--- src/rtl/mem_ctrl_pkg.sv ---
// mem_ctrl_pkg: FSM states, fetch length and byte-lane helpers shared by the
// memory controller and the load/store buffer.
package mem_ctrl_pkg;
  typedef enum logic [1:0] {MC_IDLE, MC_IF_RD, MC_LS_RD, MC_LS_WR} mc_state_e;
  localparam logic [2:0] IF_LEN = 3'd4;
  function automatic logic is_io(input logic [31:0] a);
    return a[17:16] == 2'b11;
  endfunction
  function automatic logic [2:0] dec_len(input logic [2:0] l);
    return (l == 3'd1 || l == 3'd2) ? l : 3'd4;
  endfunction
  function automatic logic [31:0] put_byte(input logic [31:0] w, input logic [1:0] i, input logic [7:0] b);
    logic [31:0] r;
    r = w;
    r[8*i +: 8] = b;
    return r;
  endfunction
  function automatic logic [7:0] get_byte(input logic [31:0] w, input logic [1:0] i);
    return w[8*i +: 8];
  endfunction
endpackage

--- src/rtl/mem_ctrl.sv ---
// mem_ctrl: byte-serial RAM/IO bus controller serving the load/store buffer
// and instruction fetch, little-endian assembly, 1-cycle done pulses.
module mem_ctrl
  import mem_ctrl_pkg::*;
(
  input  logic        clk,
  input  logic        rst,
  input  logic        rdy,
  input  logic        rollback,
  input  logic        io_buffer_full,
  input  logic [7:0]  mem_din,
  output logic [7:0]  mem_dout,
  output logic [31:0] mem_a,
  output logic        mem_wr,
  input  logic        lsb_en,
  input  logic        lsb_wr,
  input  logic [31:0] lsb_addr,
  input  logic [2:0]  lsb_len,
  input  logic [31:0] lsb_w_data,
  output logic        lsb_done,
  output logic [31:0] lsb_r_data,
  input  logic        if_en,
  input  logic [31:0] if_pc,
  output logic        if_done,
  output logic [31:0] if_data
);
  mc_state_e   state, state_n;
  logic [2:0]  cnt, cnt_n, len, len_n;
  logic [31:0] addr, addr_n, wdata, wdata_n, a_n, lsb_r_n, if_data_n;
  logic [7:0]  dout_n;
  logic        wr_q, wr_n, lsb_done_n, if_done_n, if_prio, if_prio_n;
  logic        take_ls, accept;
  assign mem_wr  = wr_q && rdy && !(io_buffer_full && is_io(mem_a));
  // a fetch that waited behind one LSB op wins the next arbitration
  assign take_ls = lsb_en && !(if_prio && if_en);
  assign accept  = rdy && !rollback && !lsb_done && !if_done && (lsb_en || if_en);
  always_comb begin
    state_n    = state;
    cnt_n      = cnt;
    len_n      = len;
    addr_n     = addr;
    wdata_n    = wdata;
    a_n        = mem_a;
    dout_n     = mem_dout;
    wr_n       = wr_q;
    lsb_done_n = 1'b0;
    if_done_n  = 1'b0;
    lsb_r_n    = lsb_r_data;
    if_data_n  = if_data;
    if_prio_n  = if_prio;
    if (rdy) begin
      if (state == MC_IDLE) begin
        if (accept) begin
          state_n   = take_ls ? (lsb_wr ? MC_LS_WR : MC_LS_RD) : MC_IF_RD;
          addr_n    = take_ls ? lsb_addr : if_pc;
          len_n     = take_ls ? dec_len(lsb_len) : IF_LEN;
          wdata_n   = lsb_w_data;
          a_n       = addr_n;
          dout_n    = lsb_w_data[7:0];
          wr_n      = take_ls && lsb_wr;
          cnt_n     = 3'd0;
          if_prio_n = take_ls && if_en;
          lsb_r_n   = (take_ls && !lsb_wr) ? 32'd0 : lsb_r_data;
        end
      end else if (state == MC_LS_WR) begin
        if (mem_wr) begin
          cnt_n = cnt + 3'd1;
          if (cnt_n < len) begin
            a_n    = addr + {29'd0, cnt_n};
            dout_n = get_byte(wdata, cnt_n[1:0]);
          end else begin
            state_n    = MC_IDLE;
            wr_n       = 1'b0;
            lsb_done_n = 1'b1;
          end
        end
      end else if (rollback) begin
        state_n = MC_IDLE;
      end else if (cnt == len) begin
        state_n    = MC_IDLE;
        lsb_done_n = state == MC_LS_RD;
        if_done_n  = state == MC_IF_RD;
      end else begin
        // mem_din holds the byte for addr+cnt driven in the previous cycle
        lsb_r_n   = (state == MC_LS_RD) ? put_byte(lsb_r_data, cnt[1:0], mem_din) : lsb_r_data;
        if_data_n = (state == MC_IF_RD) ? put_byte(if_data, cnt[1:0], mem_din) : if_data;
        cnt_n     = cnt + 3'd1;
        a_n       = (cnt_n < len) ? addr + {29'd0, cnt_n} : mem_a;
      end
    end
  end
  always_ff @(posedge clk or negedge rst) begin
    if (!rst) begin
      state      <= MC_IDLE;
      cnt        <= 3'd0;
      len        <= 3'd0;
      addr       <= 32'd0;
      wdata      <= 32'd0;
      mem_a      <= 32'd0;
      mem_dout   <= 8'd0;
      wr_q       <= 1'b0;
      lsb_done   <= 1'b0;
      if_done    <= 1'b0;
      lsb_r_data <= 32'd0;
      if_data    <= 32'd0;
      if_prio    <= 1'b0;
    end else begin
      state      <= state_n;
      cnt        <= cnt_n;
      len        <= len_n;
      addr       <= addr_n;
      wdata      <= wdata_n;
      mem_a      <= a_n;
      mem_dout   <= dout_n;
      wr_q       <= wr_n;
      lsb_done   <= lsb_done_n;
      if_done    <= if_done_n;
      lsb_r_data <= lsb_r_n;
      if_data    <= if_data_n;
      if_prio    <= if_prio_n;
    end
  end
endmodule
--- config.mk ---
export PLATFORM = sky130hd
export DESIGN_NAME = mem_ctrl
export DESIGN_NICKNAME = d
export VERILOG_FILES = /design/src/rtl/mem_ctrl_pkg.sv /design/src/rtl/mem_ctrl.sv
export SDC_FILE = /design/constraint.sdc
export NUM_CORES = 1
export LEC_CHECK = 0
export BUFFER_PORTS_ARGS = -buffer_cell sky130_fd_sc_hd__buf_2
export CAP_MARGIN = 20
export CORE_ASPECT_RATIO = 0.5
export CORE_MARGIN = 2
export CORE_UTILIZATION = 45
export CTS_CLUSTER_SIZE = 8
export DETAILED_ROUTE_END_ITERATION = 6
export HOLD_SLACK_MARGIN = 0.08
export PLACE_DENSITY = 0.69
export SYNTH_ARGS = -nofsm -noshare
export SYNTH_HDL_FRONTEND = slang
export SYNTH_SLANG_ARGS = --single-unit
--- constraint.sdc ---
create_clock -name clk -period 9.5 [get_ports clk]
set_clock_uncertainty 0.05 [all_clocks]
set_input_delay 0.95 -clock clk [delete_from_list [all_inputs] [get_ports clk]]
set_output_delay 0.95 -clock clk [all_outputs]
set_load 0.01 [all_outputs]
==> flow_summary.ini, run 1 <==
[outcome]
status = completed

[floorplanning]
rows = 36
start_util_pct = 45.8
ios = 222
core-area_um2 = 19400
dieArea_um2 = 20900
die_y_um = 103
fp.dieW_um = 203

[clocking]
clock-sinks = 180
cts-root-buf = clkbuf_16
cts_tree = done
clk_latency_ps = 430
cts_inserted_buffers = 17
path_clk_slew_ps = 80
hold_buffers = 0
clock_path_buffers = 2
cts-resized-gates = 0
htreeDepth = 4
post-cts-setup-buffer-count = 0

[synthesis]
synth_top_family_by_area = simple AND/OR/NAND/NOR gates
synth-edff-count = 0
ys_seq_area_share_pct = 50.7
muxShareOfSynthArea_pct = 7.42
synth-xor-area-share_pct = 1.87
synthTopCellsByArea = dfrtp_1 51%, nand2_1 10%, o21ai_0 6.9%
synth_top_area_cell = dfrtp_1
synthFlopType = dfrtp_1
yosys.area_share.simple_pct = 18.2
synthCells = 927
avgSynthCellArea_um2 = 9.58
synth_seq_cells = 180
syn_nets = 1058
ys_warn_count = 0
synth_compound_area_share_pct = 16.4
ys_async_sr_fraction_pct = 100
syn-cell-area_um2 = 8880
synth_top_area_share_pct = 50.7
synth_fa_ha_area_share_pct = 2.34
ys_types = 55

[run]
cap_violations = 0

[final_layout]
syn2layout_area_growth_pct = 21.8
layout_common_cells = 241 x nand2_1, 220 x buf_2, 180 x dfrtp_1, 123 x o21ai_0, 40 x mux2i_1
diodes = 0
drive_gt1_share_pct = 26.3
fillers = 1711
final_common_cell = nand2_1
nNetsFinal = 1249

[critical_path]
r2r_setup_slack_ps = 5240
cp_data_arrival_time_ps = 4550
start_kind = register
cp_max_fo = 15
end_kind = register
path_class = reg -> reg
worstPathRequired_ps = 9790
cp-startpoint = cnt[0]$_DFFE_PN0P_
rr_endpoint = mem_a[30]$_DFFE_PN0P_
r2r-start = cnt[0]$_DFFE_PN0P_
r2r_cells = 10

[drt]
drtIter0Drc = 512
drt-pass1-iter-count = 5
wl_met1_um = 11600
dr_wl_met3_um = 1410
dr.max_layer_used = met4
wire_per_inst_um = 17.4
num_vias = 7652
wl_met2_um = 11000
drc = 0
ant_nets = 0
via_per_inst = 5.48
routed_wl_um = 24300

[sta]
fin_setup_tns_ps = 0
period_share_pct = 44.9
post-route-min-period_ps = 4260
drv_slew = 0
finalHoldViolCount = 0
fmax_ghz = 0.235
rsz0062_at_grt = no
setup-violations-final = 0
max_slew_margin_pct = 32.6
worst_slew_pin_slew_ps = 1010

[pwr]
power.total_mw = 3.41
power_density_nw_per_um2 = 315
ir_drop_uv = 185
p_leak_nw = 5.32

[grt]
grt_usage_pct = 23.8
grt_pass1_wl_um = 38800
gr-total-overflow = 0
antenna_found_initial = 0
grt_pass1_vias = 7276
grt_max_degree = 109

[placed_design]
hpwlAfterDp_um = 17100
place_congestion = 0.829
port_buffers = 221

[worst_hold_path]
hp-class = in -> async
where the power goes:
part | leakage, nW | internal, mW | switching [mW] | total (mW)
Clock | 0.284 | 0.377 | 0.326 | 0.704
Combinational | 2.70 | 0.569 | 0.853 | 1.42
Sequential | 2.34 | 1.05 | 0.232 | 1.28
logic make-up (layout without fill, tap and decap cells):
family | after synthesis | in the layout
AND/OR/NAND/NOR | 354 | 354
AO/OA/AOI/OAI | 231 | 231
flip-flops | 180 | 180
buffers and inverters | 72 | 276
multiplexers | 55 | 55
XOR/XNOR | 19 | 19
adder cells (fa/ha/maj) | 16 | 16
per-layer routing:
layer | up-vias | global-route usage (%)
li1 | 3657 | -
met1 | 3726 | 33.9
met2 | 245 | 37.5
met3 | 24 | 4.98
met4 | 0 | 6.91
met5 | - | 0
sequential cells by signal, summed over array words and instances (netlist names), 2 cells and up:
| name | count |
|---|---|
| addr | 32 |
| cnt | 3 |
| if_data | 32 |
| len | 3 |
| lsb_r_data | 32 |
| mem_a | 32 |
| mem_dout | 8 |
| state | 2 |
| wdata | 32 |
worst max path at each step:
stage / endpoint / cells after the start
after global placement: mem_a[3]$_DFFE_PN0P_ / 8
final: mem_a[30]$_DFFE_PN0P_ / 10
after CTS: mem_a[30]$_DFFE_PN0P_ / 10
after floorplan: mem_a[20]$_DFFE_PN0P_ / 11
after detailed placement: mem_a[1]$_DFFE_PN0P_ / 8
after global routing: mem_a[30]$_DFFE_PN0P_ / 10
through the flow:
step / std cells / hold slack [ps] / util (%) / instance area [um^2] / worst slack, ps
CTS: 1393 / 429 / 55.4 / 10800 / 5230
global placement: 1361 / 403 / 52.4 / 10200 / 5470
global route: 1397 / 279 / 55.8 / 10800 / 4890
floorplan: 927 / 390 / - / 8880 / 6460
finish: 1397 / 286 / 55.8 / 10800 / 5240
detailed placement: 1361 / 412 / 52.4 / 10200 / 5230
layout make-up:
class	instances	area (um^2)	area share, %
sequential	180	4500	41.6
clock inverter	14	141	1.31
tap	266	333	3.07
timing repair buffer	232	1240	11.4
clock buffer	18	439	4.06
multi-input combinational	675	4120	38.1
inverter	12	45.0	0.416
critical path, cell delays in order, from the launching register on:
cell and delay, ps:
dfrtp_1 860, inv_1 280, ha_1 760, inv_1 220, fa_1 480, nor2b_1 450
o2111ai_1 160, buf_4 210, nor2_1 240, a211oi_1 140, o31ai_1 290
cell usage after synthesis (14+ instances only):
cell type and instances:
a22o_1 25, buf_1 14, clkbuf_1 39, dfrtp_1 180, ha_1 15, mux2i_1 40
nand2_1 241, nor2_1 14, nor3_1 16, o21ai_0 123, o31ai_1 20, xnor2_1 16
No activity file was read; power rests on OpenSTA's default activity.
==> inputs of run 2 (changes only) <==
--- a/config.mk
+++ b/config.mk
@@ -5,6 +5,7 @@
 export SDC_FILE = /design/constraint.sdc
 export NUM_CORES = 1
 export LEC_CHECK = 0
+export ABC_AREA = 1
 export BUFFER_PORTS_ARGS = -buffer_cell sky130_fd_sc_hd__buf_2
 export CAP_MARGIN = 20
 export CORE_ASPECT_RATIO = 0.5
@@ -13,7 +14,7 @@
 export CTS_CLUSTER_SIZE = 8
 export DETAILED_ROUTE_END_ITERATION = 6
 export HOLD_SLACK_MARGIN = 0.08
-export PLACE_DENSITY = 0.69
+export PLACE_DENSITY = 0.71
 export SYNTH_ARGS = -nofsm -noshare
 export SYNTH_HDL_FRONTEND = slang
 export SYNTH_SLANG_ARGS = --single-unit
==> constraint.sdc (replaced) <==
create_clock -name clk -period 3.7 [get_ports clk]
set_clock_uncertainty 0.05 [all_clocks]
set_input_delay 0.37 -clock clk [delete_from_list [all_inputs] [get_ports clk]]
set_output_delay 0.37 -clock clk [all_outputs]
set_load 0.01 [all_outputs]
==> run 2 against run 1 <==
Die area up 9.4%; sequential power rose to 2.5 times the previous value; first-iteration DRC count up 72%; power rose to 2.7 times the previous value; via count up 25%; non-clock buffer count up 23; clock power rose to 2.8 times the previous value; fmax up 45%; critical path depth up 5; cell count up 32%.
==> flow_summary.ini, run 2 <==
[sta]
worst_slew_pin_slew_ps = 759
max_slew_margin_pct = 49.2
post-route-min-period_ps = 2940
layout_setup_ws_ps = 761
fmax_ghz = 0.340
period_share_pct = 79.4
rsz0062_at_grt = no
finalHoldViolCount = 0
setup-violations-final = 0
fin_setup_tns_ps = 0
drv_slew = 0

[grt]
grt_pass1_vias = 9290
grt_usage_pct = 26.8
grt_max_degree = 73
met1_usage_pct = 35.5
use_met3_pct = 4.24
gr-usage-met2_pct = 45.6
antenna_found_initial = 0
grt_pass1_wl_um = 47900
gr-total-overflow = 0
busiest_layer = met2

[critical_path]
r2r-start = cnt[0]$_DFFE_PN0P_
start_kind = register
timing.critical_path.mode_cell = nand2_1
cp_data_arrival_time_ps = 3230
end_kind = register
crit_chain = inv_1, ha_1, clkinv_1, buf_4, fa_1, inv_1, nand3_1, nand2_1, nand2_1, nor2_1, nand2_1, nand2_1, nand3_1, nand2_1, nand2_1
cp_max_fo = 17
r2r_cells = 15
worstPathRequired_ps = 3990
path_class = reg -> reg
slowest_delay_ps = 560
rr_endpoint = mem_a[18]$_DFFE_PN0P_
r2r_setup_slack_ps = 760
crit_slowest_cell = dfrtp_1

[drt]
via_per_inst = 5.20
drt-pass1-iter-count = 5
drc = 0
num_vias = 9575
wire_per_inst_um = 15.9
routed_wl_um = 29300
drtIter0Drc = 882
ant_nets = 0

[synthesis]
synthFlopType = dfrtp_1
synthTopCellsByArea = dfrtp_1 46%, nand2_1 22%, nor2_1 4.8%
ys_top_cells_by_count = 563 x nand2_1, 180 x dfrtp_1, 125 x nor2_1
synth_top_area_cell = dfrtp_1
ys_async_sr_fraction_pct = 100
ys_warn_count = 0
synth_seq_cells = 180
ys_types = 43
synth-edff-count = 0
avgSynthCellArea_um2 = 7.38
synth_top_area_share_pct = 46.2
ys_seq_area_share_pct = 46.2
syn-cell-area_um2 = 9740
syn_nets = 1451
synthCells = 1320
yosysMostFrequentCell = nand2_1

[clocking]
cts_inserted_buffers = 17
htreeDepth = 4
clock-sinks = 180
post-cts-setup-buffer-count = 0
cts-resized-gates = 0
path_clk_slew_ps = 70
clk_latency_ps = 450
cts_tree = done
cts-root-buf = clkbuf_16
clock_path_buffers = 2

[worst_hold_path]
hp-start = lsb_w_data[12]
hp-class = in -> reg
hold-path-endpoint = wdata[12]$_DFFE_PN0P_
hold_path_depth = 3

[run]
cap_violations = 0

[final_layout]
multi_input_area_um2 = 4650
ff_latch_area_um2 = 4500
diodes = 0
layout_common_cells = 563 x nand2_1, 220 x buf_2, 180 x dfrtp_1, 125 x nor2_1, 87 x nand3_1
fillers = 1949
drive_gt1_share_pct = 19.5
nNetsFinal = 1669
final_common_cell = nand2_1
syn2layout_area_growth_pct = 22.0

[floorplanning]
start_util_pct = 46.7
core-area_um2 = 20900
dieArea_um2 = 22900
rows = 37
die_y_um = 108
fp.dieW_um = 212
ios = 222

[placed_design]
hpwlAfterDp_um = 21700
place_congestion = 0.914
post-place-ws_ps = 819
port_buffers = 221

[pwr]
ir_drop_uv = 397
power_density_nw_per_um2 = 787
p_leak_nw = 6.48

[outcome]
status = completed
[run 2: changes by cell type after synthesis, sizes merged, moves of 12 or more]
| cell | change |
|---|---|
| nand2 | +330 |
| nor2 | +120 |
| nand3 | +83 |
| inv | +64 |
| mux2i | -32 |
| o21ai | -31 |
| nand4 | +30 |
| a22o | -24 |
| o31ai | -19 |
| nor3 | -16 |
| xnor2 | -16 |
| clkbuf | -12 |
[run 2: logic make-up after synthesis]
| family | count (synthesis) | share of synthesized area, % |
|---|---|---|
| fa+ha+maj | 16 | 2.13 |
| compound gates | 139 | 8.04 |
| buf+inv | 135 | 6.09 |
| xor+xnor | 1 | 0.0899 |
| mux | 8 | 0.822 |
| flops | 180 | 46.2 |
| simple gates | 841 | 36.6 |
[run 2: layout make-up]
type                    count  share of cell area, %
multi-input cells        1005                   39.1
inverters                  79                   2.54
clock buffers              20                   3.84
flip-flops and latches    180                   37.9
well taps                 292                   3.07
clock inverters            12                   1.40
repair buffers            255                   12.2
[run 2: power breakdown]
group | leakage (nW) | total, mW | switching [mW] | internal, mW
combinational | 3.84 | 4.21 | 2.86 | 1.35
sequential | 2.34 | 3.21 | 0.562 | 2.64
clock | 0.304 | 1.94 | 0.827 | 1.11
total | 6.48 | 9.35 | 4.25 | 5.10
[run 2: critical path, delay by kind of cell, from the launching register on]
family        cells  cell delay [ps]
simple gates      9             1020
fa+ha+maj         2              740
flops             1              560
buf+inv           4              450
[run 2: metal layers]
layer | vias to the layer above | share of wire, %
met1 | 4560 | 44
met4 | 0 | 1.6
met2 | 315 | 48
li1 | 4662 | -
met5 | - | 0
met3 | 38 | 5.6
[run 2: metrics by stage]
step / util (%) / total power, mW / hold slack, ps / cells / cell area, um^2
CTS: 57.0 / 9.38 / 80.5 / 1843 / 11900
finish: 57.0 / 9.35 / 102 / 1843 / 11900
global route: 57.0 / 10.1 / 90.6 / 1843 / 11900
floorplan: - / 6.10 / 24.4 / 1320 / 9740
detailed placement: 52.9 / 7.39 / 387 / 1789 / 11000
global placement: 52.9 / 7.27 / 377 / 1789 / 11000
[run 2: how the worst max path moves through the flow]
stage | startpoint | endpoint | cells past startpoint
global placement | cnt[0]$_DFFE_PN0P_ | mem_a[28]$_DFFE_PN0P_ | 15
detailed placement | cnt[0]$_DFFE_PN0P_ | mem_a[18]$_DFFE_PN0P_ | 15
global route | cnt[0]$_DFFE_PN0P_ | mem_a[18]$_DFFE_PN0P_ | 15
finish | cnt[0]$_DFFE_PN0P_ | mem_a[18]$_DFFE_PN0P_ | 15
CTS | cnt[0]$_DFFE_PN0P_ | mem_a[18]$_DFFE_PN0P_ | 15
floorplan | cnt[0]$_DFFE_PN0P_ | mem_a[20]$_DFFE_PN0P_ | 17
[run 2: repair_timing]
action	in CTS	in global routing
hold endpoints to repair	90	0
hold buffers	22	0
endpoints found under the setup margin	0	0
